**src/rtl/mem_wr_sched_pkg.sv**
```systemverilog
// Shared types and byte-lane helpers for the data-memory write scheduler.
package mem_wr_pkg;

  localparam int unsigned ENT_AW = 64;
  localparam int unsigned ENT_DW = 64;

  typedef enum logic [1:0] {
    SZ_B = 2'd0,
    SZ_H = 2'd1,
    SZ_W = 2'd2,
    SZ_D = 2'd3
  } size_e;

  typedef enum logic {
    RR_S0 = 1'b0,
    RR_S1 = 1'b1
  } rr_e;

  typedef struct packed {
    logic [ENT_AW-1:0] addr;
    logic [7:0]        wmask;
    logic [ENT_DW-1:0] wdata;
  } wr_entry_t;

  function automatic logic [7:0] size_mask(input logic [1:0] size, input logic [2:0] off);
    logic [7:0]  base;
    logic [15:0] sh;
    case (size)
      SZ_B:    base = 8'h01;
      SZ_H:    base = 8'h03;
      SZ_W:    base = 8'h0f;
      default: base = 8'hff;
    endcase
    sh = {8'h00, base} << off;
    return sh[7:0];
  endfunction

  function automatic logic [63:0] lane_data(input logic [63:0] data, input logic [1:0] size,
                                            input logic [2:0] off);
    logic [63:0] keep;
    case (size)
      SZ_B:    keep = 64'h0000_0000_0000_00ff;
      SZ_H:    keep = 64'h0000_0000_0000_ffff;
      SZ_W:    keep = 64'h0000_0000_ffff_ffff;
      default: keep = 64'hffff_ffff_ffff_ffff;
    endcase
    return (data & keep) << {off, 3'b000};
  endfunction

  function automatic logic misaligned(input logic [2:0] off, input logic [1:0] size);
    case (size)
      SZ_B:    return 1'b0;
      SZ_H:    return off[0];
      SZ_W:    return |off[1:0];
      default: return |off;
    endcase
  endfunction

endpackage

```
**src/rtl/mem_wr_sched_wr_queue.sv**
```systemverilog
// In-order store queue of wr_entry_t; full/empty resolved by an explicit count.
module wr_queue
  import mem_wr_pkg::*;
#(
  parameter int unsigned DEPTH = 4
) (
  input  logic                         clk,
  input  logic                         rst,
  input  logic                         enq,
  input  wr_entry_t                    enq_data,
  input  logic                         deq,
  output wr_entry_t                    head_data,
  output logic [$clog2(DEPTH+1)-1:0]   count,
  output logic                         full,
  output logic                         empty
);

  localparam int unsigned IW = $clog2(DEPTH);
  localparam int unsigned CW = $clog2(DEPTH + 1);

  wr_entry_t       mem [DEPTH];
  logic [IW-1:0]   head;
  logic [IW-1:0]   tail;
  logic [CW-1:0]   cnt;
  logic            do_enq;
  logic            do_deq;

  always_comb begin
    full      = (cnt == CW'(DEPTH));
    empty     = (cnt == '0);
    do_enq    = enq & ~full;
    do_deq    = deq & ~empty;
    head_data = mem[head];
    count     = cnt;
  end

  always_ff @(posedge clk) begin
    if (!rst) begin
      head <= '0;
      tail <= '0;
      cnt  <= '0;
    end else begin
      if (do_enq) tail <= tail + IW'(1);
      if (do_deq) head <= head + IW'(1);
      case ({do_enq, do_deq})
        2'b10:   cnt <= cnt + CW'(1);
        2'b01:   cnt <= cnt - CW'(1);
        default: cnt <= cnt;
      endcase
    end
  end

  always_ff @(posedge clk) begin
    if (rst && do_enq) mem[tail] <= enq_data;
  end

endmodule

```
**src/rtl/mem_wr_sched.sv**
```systemverilog
// Two-requester store arbiter: alignment check, byte-lane transform, in-order drain to memory.
module mem_wr_sched
  import mem_wr_pkg::*;
#(
  parameter int unsigned DEPTH = 4,
  parameter int unsigned AW    = 64,
  parameter int unsigned DW    = 64
) (
  input  logic          clk,
  input  logic          rst,
  input  logic          s0_valid,
  output logic          s0_ready,
  input  logic [AW-1:0] s0_addr,
  input  logic [1:0]    s0_size,
  input  logic [DW-1:0] s0_data,
  input  logic          s1_valid,
  output logic          s1_ready,
  input  logic [AW-1:0] s1_addr,
  input  logic [1:0]    s1_size,
  input  logic [DW-1:0] s1_data,
  output logic          mem_wen,
  output logic [AW-1:0] mem_addr,
  output logic [7:0]    mem_wmask,
  output logic [DW-1:0] mem_wdata,
  input  logic          mem_ready,
  output logic          q_empty,
  output logic          misalign,
  output logic [AW-1:0] misalign_addr
);

  localparam int unsigned CW = $clog2(DEPTH + 1);

  rr_e             rr, rr_nxt;
  logic            grant0, grant1;
  logic            accept, mis, enq, deq;
  logic [AW-1:0]   sel_addr;
  logic [1:0]      sel_size;
  logic [DW-1:0]   sel_data;
  wr_entry_t       ent;
  wr_entry_t       head;
  logic [CW-1:0]   q_count;
  logic            q_full, q_none;

  always_comb begin
    grant0   = s0_valid & (~s1_valid | (rr == RR_S0));
    grant1   = s1_valid & (~s0_valid | (rr == RR_S1));
    s0_ready = grant0 & ~q_full;
    s1_ready = grant1 & ~q_full;
    accept   = s0_ready | s1_ready;
    sel_addr = s1_ready ? s1_addr : s0_addr;
    sel_size = s1_ready ? s1_size : s0_size;
    sel_data = s1_ready ? s1_data : s0_data;
    mis      = misaligned(sel_addr[2:0], sel_size);
    enq      = accept & ~mis;
    ent.addr  = ENT_AW'(sel_addr);
    ent.wmask = size_mask(sel_size, sel_addr[2:0]);
    ent.wdata = lane_data(sel_data, sel_size, sel_addr[2:0]);
  end

  always_comb begin
    rr_nxt = rr;
    if (s0_ready)      rr_nxt = RR_S1;
    else if (s1_ready) rr_nxt = RR_S0;
  end

  // Misaligned requests complete the handshake but only leave a trace in misalign/misalign_addr.
  always_ff @(posedge clk) begin
    if (!rst) begin
      rr            <= RR_S0;
      misalign      <= 1'b0;
      misalign_addr <= '0;
    end else begin
      rr       <= rr_nxt;
      misalign <= accept & mis;
      if (accept && mis) misalign_addr <= sel_addr;
    end
  end

  wr_queue #(.DEPTH(DEPTH)) u_queue (
    .clk       (clk),
    .rst       (rst),
    .enq       (enq),
    .enq_data  (ent),
    .deq       (deq),
    .head_data (head),
    .count     (q_count),
    .full      (q_full),
    .empty     (q_none)
  );

  always_comb begin
    mem_wen   = ~q_none;
    deq       = mem_wen & mem_ready;
    q_empty   = (q_count == '0);
    mem_addr  = q_none ? '0 : AW'(head.addr);
    mem_wmask = q_none ? '0 : head.wmask;
    mem_wdata = q_none ? '0 : DW'(head.wdata);
  end

endmodule

```
**config.mk**
```make
export PLATFORM = sky130hd
export DESIGN_NAME = mem_wr_sched
export DESIGN_NICKNAME = d
export VERILOG_FILES = /design/src/rtl/mem_wr_sched_pkg.sv /design/src/rtl/mem_wr_sched_wr_queue.sv /design/src/rtl/mem_wr_sched.sv
export SDC_FILE = /design/constraint.sdc
export NUM_CORES = 1
export LEC_CHECK = 0
export ABC_CLOCK_PERIOD_IN_PS = 16600
export BUFFER_PORTS_ARGS = -buffer_cell sky130_fd_sc_hd__buf_4
export CAP_MARGIN = 15
export CORE_ASPECT_RATIO = 0.6
export CORE_MARGIN = 2
export CORE_UTILIZATION = 40
export DETAILED_ROUTE_END_ITERATION = 6
export PLACE_DENSITY_LB_ADDON = 0.12
export SYNTH_ARGS = -nofsm -noshare
export SYNTH_HDL_FRONTEND = slang
export SYNTH_HIERARCHICAL = 1
export SYNTH_SLANG_ARGS = --single-unit
```
**constraint.sdc**
```tcl
create_clock -name clk -period 16.6 [get_ports clk]
set_input_delay 3.32 -clock clk [delete_from_list [all_inputs] [get_ports clk]]
set_output_delay 3.32 -clock clk [all_outputs]
set_load 0.02 [all_outputs]
```
==> impl_results.md, run 1 <==
- Worst slew pin tran: roughly 1200 ps
- Fin nets: roughly 2600
- Die area: between 70000 and 80000 sq um
- Drt total wl: 87500 um
- Drt drc: 0
- CTS tree: yes
- Endpoint class of the critical path: primary output
- Pleak: about 12 nW
- Final Worst Setup Slack: 7500 ps
- Gr usage total: 0.236
- Hold WC Path Type: flip-flop to flip-flop
- Cts hold-fix bufs: 0
- Multi-input gate area: 9610 sq um
- Final-report hold violation count: 0
- Netlist area before placement: around 28000 sq um
- Dpl hpwl: 59400 um
- Tmin final: about 9000 ps
- DIE WIDTH: 347 um
- Critical Path AT: 5780 ps
- Syn Inst Count: 1881
- Total setup buffers inserted after CTS: 0
- Fillers: 6102
- Crit path max-delay family: buffers and inverters
- Critical Path Fanout Max: about 60
- Period Utilization, post-route: 0.548
- Share of cells above drive strength 1: 0.355
- Final setup viols: 0
- Vias in the first global route: 18600
- First-pass GRT wire length: 127000 um
- Met2 global-route usage: 0.350
- Syn nets: 2152
- RSZ-0062 raised after global routing: false
- YS warnings: 6
- Maximum clock frequency: 110 MHz
- Initial antenna violation count: 3
- Crit path kind: primary input to primary output
- TNS Setup: 0 ps
- Clock sink count: 619
- Clk buf depth: 3
- DRT antenna net count: 0
- Rows: 75
- CP peak stage delay: 570 ps
- Layout Utilization: 0.490
- Fin. max-slew vios: 0
- I/O pin count: 470
- Port buffer count: between 400 and 500
- Met1 Use GR: 0.340
- Wire length per cell: 26.8 um
- Most frequent cells in the layout: 544 x edfxtp_1, 498 x buf_4, 178 x nand2_1, 151 x nor2b_1, 136 x mux4_2
- Power per cell area: 118 nW/um^2
- Die H: ~210 um
- H-tree depth: 2
- Crit path buf inv count: 5
- Asr flop ratio synth: 0
- Met3 Use GR: 0.0691
- Primary FF master, synth: edfxtp_1
- Commonest non-fill, non-tap cell in the layout: edfxtp_1
- Root Driver: clkbuf_16
- GR peak layer: met2
- Router iterations before antenna repair: 6
- Clk Latency, worst-skew pair: 620 ps
- Yosys reg bits: 619
- Detailed Route Iter0 Violations: approximately 1800
- Worst-path clk slew: 60 ps
- Mean Syn Cell Area: 15.0 sq um
- Outcome: finished clean
- Startpoint types: primary input
- Slowest CP cell: buf_4
- Layout area overhead: 21.3%
- Number of synthesized flops with an enable pin: between 500 and 600
- Vias per Instance: 5.69
- Max_cap viols: 0
- Core box area: 69900 sq um
- GRT overflow: 0
- Slew HR: 0.209
- Final RePlAce weighted congestion: approximately 1.0
- Place WS: 7590 ps
- Post_cts resized: 0
- Hold_ws: roughly 460 ps
- Layout Skew: 9.89 ps
- Critical Path RT: 13280 ps
- Critical path cell sequence: buf_4 > and2b_4 > buf_4 > nand2_4 > inv_1 > buf_4 > buf_4
- Most frequent CP cell: buf_4
- Peak supply drop: 0.0803 mV
- Register area: ~18000 sq um
- TritonCTS buffer count: a little under 60
- Register area share after synthesis: 0.631
- Tot Pwr: 4.05 mW
- Cell variety after synth: between 70 and 80
- Via count: roughly 19000
- Largest net degree at the start of global routing: 111
- Starting Density: 0.404
## routing by layer
layer  routed length (um)  vias to the layer above
li1                     -                     8181
met1                39200                     9567
met2                38700                      708
met3                 7430                      125
met4                 2140                        0
met5                    0                        -
## report_power, final
group | internal (mW) | total, mW | leakage [nW] | switching [mW]
combinational | 0.354 | 0.946 | 5.68 | 0.591
sequential | 1.79 | 1.82 | 5.60 | 0.0281
clock | 0.723 | 1.29 | 0.905 | 0.568
total | 2.87 | 4.05 | 12.2 | 1.19
## state kept, by name (all words and copies together) (netlist names), named ones only
signal and count:
misalign_addr 64, rr 1, misalign 1, u_queue/head 2, u_queue/count 3, u_queue/mem 544, u_queue/tail 2
## cells in the mapped netlist, drive strengths merged (3+ instances only)
| cell | n | area share |
|---|---|---|
| nand4 | 37 | 0.0082 |
| mux2 | 78 | 0.031 |
| and3 | 14 | 0.0031 |
| nor2b | 152 | 0.034 |
| nand2b | 4 | 0.0012 |
| edfxtp | 544 | 0.58 |
| inv | 19 | 0.0025 |
| o221a | 3 | 0.0012 |
| a211oi | 15 | 0.0042 |
| ha | 5 | 0.0022 |
| o211ai | 22 | 0.0058 |
| clkbuf | 56 | 0.0074 |
| mux2i | 124 | 0.044 |
| nor2 | 28 | 0.0043 |
| nand2 | 179 | 0.024 |
| a2111oi | 8 | 0.0025 |
| a21boi | 4 | 0.0013 |
| buf | 94 | 0.020 |
| o22ai | 9 | 0.0020 |
| o2111ai | 14 | 0.0043 |
| a22oi | 19 | 0.0050 |
| o21ai | 81 | 0.014 |
| nor3 | 12 | 0.0021 |
| nor4 | 3 | 0.00066 |
| a32oi | 6 | 0.0019 |
| or3 | 3 | 0.00066 |
| a21oi | 34 | 0.0060 |
| a31oi | 15 | 0.0033 |
| dfxtp | 75 | 0.053 |
| mux4 | 136 | 0.11 |
| a221oi | 15 | 0.0051 |
| nand3 | 29 | 0.0053 |
| and2 | 10 | 0.0022 |
| o31ai | 4 | 0.0011 |
## final timing paths
check | startpoint | slack (ps) | endpoint | cells after the start
worst min-delay path | misalign_addr[26] | 460 | misalign_addr[26] | 2
worst min register to register | misalign_addr[26] | 460 | misalign_addr[26] | 2
worst max-delay path | s1_valid | 7500 | s1_ready | 7
worst max register to register | u_queue/count[0] | 11450 | u_queue/mem[3][10] | 11
## kinds of logic after synthesis
| family | after synthesis | synth area share |
|---|---|---|
| buffers and inverters | 169 | 0.0300 |
| AND/OR/NAND/NOR | 479 | 0.0877 |
| flip-flops | 619 | 0.631 |
| XOR/XNOR | 2 | 0.000620 |
| multiplexers | 338 | 0.183 |
| AO/OA/AOI/OAI | 268 | 0.0642 |
| adder cells (fa/ha/maj) | 6 | 0.00292 |
## through the flow
step / instances / area (sq um)
final: 3266 / 34300
after global routing: 3263 / 34300
after CTS: 3263 / 34300
after detailed placement: 3154 / 32400
after global placement: 3153 / 32400
after floorplan: 1881 / 28300
## worst min-delay path: stages, from the launching register on
cell and delay (ps):
dfxtp_1 310, nand2_1 50, mux2i_1 50
## final cells by class
type,instances,area share
clock inverters,30,0.00690
multi-input cells,1093,0.280
repair buffers,499,0.110
inverters,19,0.00208
clock buffers,79,0.0467
well taps,924,0.0337
flip-flops and latches,619,0.520
diodes,3,0.000219
Note: power is estimated with default switching activity, not from simulation.
==> inputs of run 2 (changes only) <==
--- a/config.mk
+++ b/config.mk
@@ -5,7 +5,7 @@
 export SDC_FILE = /design/constraint.sdc
 export NUM_CORES = 1
 export LEC_CHECK = 0
-export ABC_CLOCK_PERIOD_IN_PS = 16600
+export ABC_CLOCK_PERIOD_IN_PS = 8700
 export BUFFER_PORTS_ARGS = -buffer_cell sky130_fd_sc_hd__buf_4
 export CAP_MARGIN = 15
 export CORE_ASPECT_RATIO = 0.6
==> constraint.sdc (replaced) <==
create_clock -name clk -period 8.7 [get_ports clk]
set_input_delay 1.74 -clock clk [delete_from_list [all_inputs] [get_ports clk]]
set_output_delay 1.74 -clock clk [all_outputs]
set_load 0.02 [all_outputs]
==> run 2 against run 1 <==
  * Die area is the same
  * Via count grew 0.23%
  * Sequential cell count is the same
  * First-iteration DRC count grew 5.1%
  * Critical endpoint is now mem_wdata[36]
  * Largest cell class unchanged
==> impl_results.md, run 2 (synthesis results as in run 1) <==
- Commonest non-fill, non-tap cell in the layout: edfxtp_1
- Critical Path Fanout Max: 65
- Switching pwr: around 2.3 mW
- Initial antenna violation count: 12
- RSZ-0062 raised after global routing: false
- Inst Count DP: 3152
- Tmin final: ~5300 ps
- Fin nets: 2559
- Layout area overhead: 21.5%
- Endpoint class of the critical path: primary output
- Via count: 18600
- Final RePlAce weighted congestion: 0.978
- Sw frac: 0.296
- Gate power share: 0.237
- Wire length per cell: between 20 and 30 um
- Clk Latency, worst-skew pair: 620 ps
- Detailed Route Iter0 Violations: between 1500 and 2000
- Dpl hpwl: 62300 um
- Router iterations before antenna repair: 6
- Pint: ~5.5 mW
- Critical Path RT: 6960 ps
- Total setup buffers inserted after CTS: 0
- Max reg flops: 544
- DP Area: 32500 sq um
- DRT antenna net count: 0
- Peak supply drop: roughly 0.15 mV
- Worst slew pin tran: 1290 ps
- Slew HR: 0.135
- Sequential power share: 0.447
- Layout Cells excl Fill: roughly 3300
- Drt drc: 0
- Pleak: 12.2 nW
- Period Utilization, post-route: 0.610
- Final-report hold violation count: 0
- Largest Register: u_queue/mem
- TritonCTS buffer count: 57
- Drt total wl: ~90000 um
- Startpoint types: flip-flop
- Outcome: finished clean
- Reg-to-reg slack, setup: 4150 ps
- GRT overflow: 0
- Port buffer count: 469
- Fillers: 6037
- Crit path kind: flip-flop to primary output
- Final setup viols: 0
- I/O pin count: 470
- R2R Path End: u_queue/mem[0][86]
- Fin. max-slew vios: 0
- R2r startpoint: u_queue/count[0]
- First-pass GRT wire length: 129000 um
- Die H: 210 um
- DIE WIDTH: 347 um
- Post_cts resized: 0
- Maximum clock frequency: around 190 MHz
- Power per cell area: 226 nW/um^2
- Worst reg2reg path depth: 10
- Gr usage total: 0.244
- Layout Utilization: 0.491
- CTS tree: yes
- Max_cap viols: 0
- Critical Path AT: 3570 ps
- Share of cells above drive strength 1: 0.354
- Hold WC Path Type: flip-flop to flip-flop
- H-tree depth: 2
- Clock network power share: 0.317
- Vias in the first global route: 18400
- Min-delay src: misalign_addr[8]
- Worst-path clk slew: 60 ps
- Cts hold-fix bufs: 0
- Clock sink count: 619
- TNS Setup: 0 ps
- Die area: ~73000 sq um
- Most frequent cells in the layout: 544 x edfxtp_1, 491 x buf_4, 178 x nand2_1, 151 x nor2b_1, 136 x mux4_2
- Layout Skew: between 15 and 20 ps
- Core box area: 69900 sq um
- Vias per Instance: 5.71
- Clk buf depth: 3
- Hold depth: 2
- Starting Density: 0.404
- Root Driver: clkbuf_16
- Rows: 75
- Fin area: 34300 sq um
- WHS Endpoint: misalign_addr[8]
- Largest net degree at the start of global routing: around 140
[run 2: changes by cell type in the layout (fill, tap and decap cells not counted), moves of 2 or more]
cell       change
clkbuf_16      -2
buf_4          -7
clkbuf_1       -8
bufinv_16      +2
clkinv_1       +8
buf_12         +5
clkbuf_8       -3
[run 2: worst max-delay path by stage]
stage	slack, ps	end	depth (start not counted)
5_1_grt	3250	mem_wdata[36]	4
2_1_floorplan	1950	u_queue/mem[0][0]	8
4_1_cts	3330	mem_wdata[31]	4
3_5_place_dp	2980	u_queue/mem[0][88]	9
3_3_place_gp	3050	u_queue/mem[3][88]	9
6_report	3390	mem_wdata[36]	4
[run 2: layout make-up]
class | instances | area (sq um) | area share
repair buffers | 498 | 3810 | 0.111
clock inverters | 40 | 343 | 0.00999
inverters | 19 | 71.3 | 0.00208
well taps | 924 | 1160 | 0.0337
flip-flops and latches | 619 | 17800 | 0.520
diodes | 4 | 10.0 | 0.000292
clock buffers | 66 | 1480 | 0.0431
multi-input cells | 1093 | 9610 | 0.280
[run 2: power groups by stage]
stage          combinational, mW  clock [mW]  sequential (mW)
6_report                    1.83        2.45             3.46
5_1_grt                     1.94        2.64             3.47
4_1_cts                     1.84        2.52             3.47
3_5_place_dp                1.84           0             3.53
3_3_place_gp                1.83           0             3.52
2_1_floorplan              0.986           0             3.56
[run 2: per-stage QoR]
stage	total power, mW	hold WS [ps]	worst slack [ps]
3_3_place_gp	5.35	444	3050
2_1_floorplan	4.54	461	1950
4_1_cts	7.82	460	3330
3_5_place_dp	5.37	449	2980
5_1_grt	8.05	480	3250
6_report	7.75	460	3390
[run 2: layer usage]
metal	vias to the layer above	global-route usage	share of wire
met4	0	0.0496	0.017
met1	9578	0.362	0.45
li1	8183	-	-
met3	93	0.0682	0.090
met2	770	0.358	0.44
met5	-	0	0
[run 2: worst max-delay path, cell delays in order, from the launching register on]
cell and delay [ps]:
dfxtp_4 1050, buf_4 750, mux4_2 340, nor2b_1 490, buf_4 250
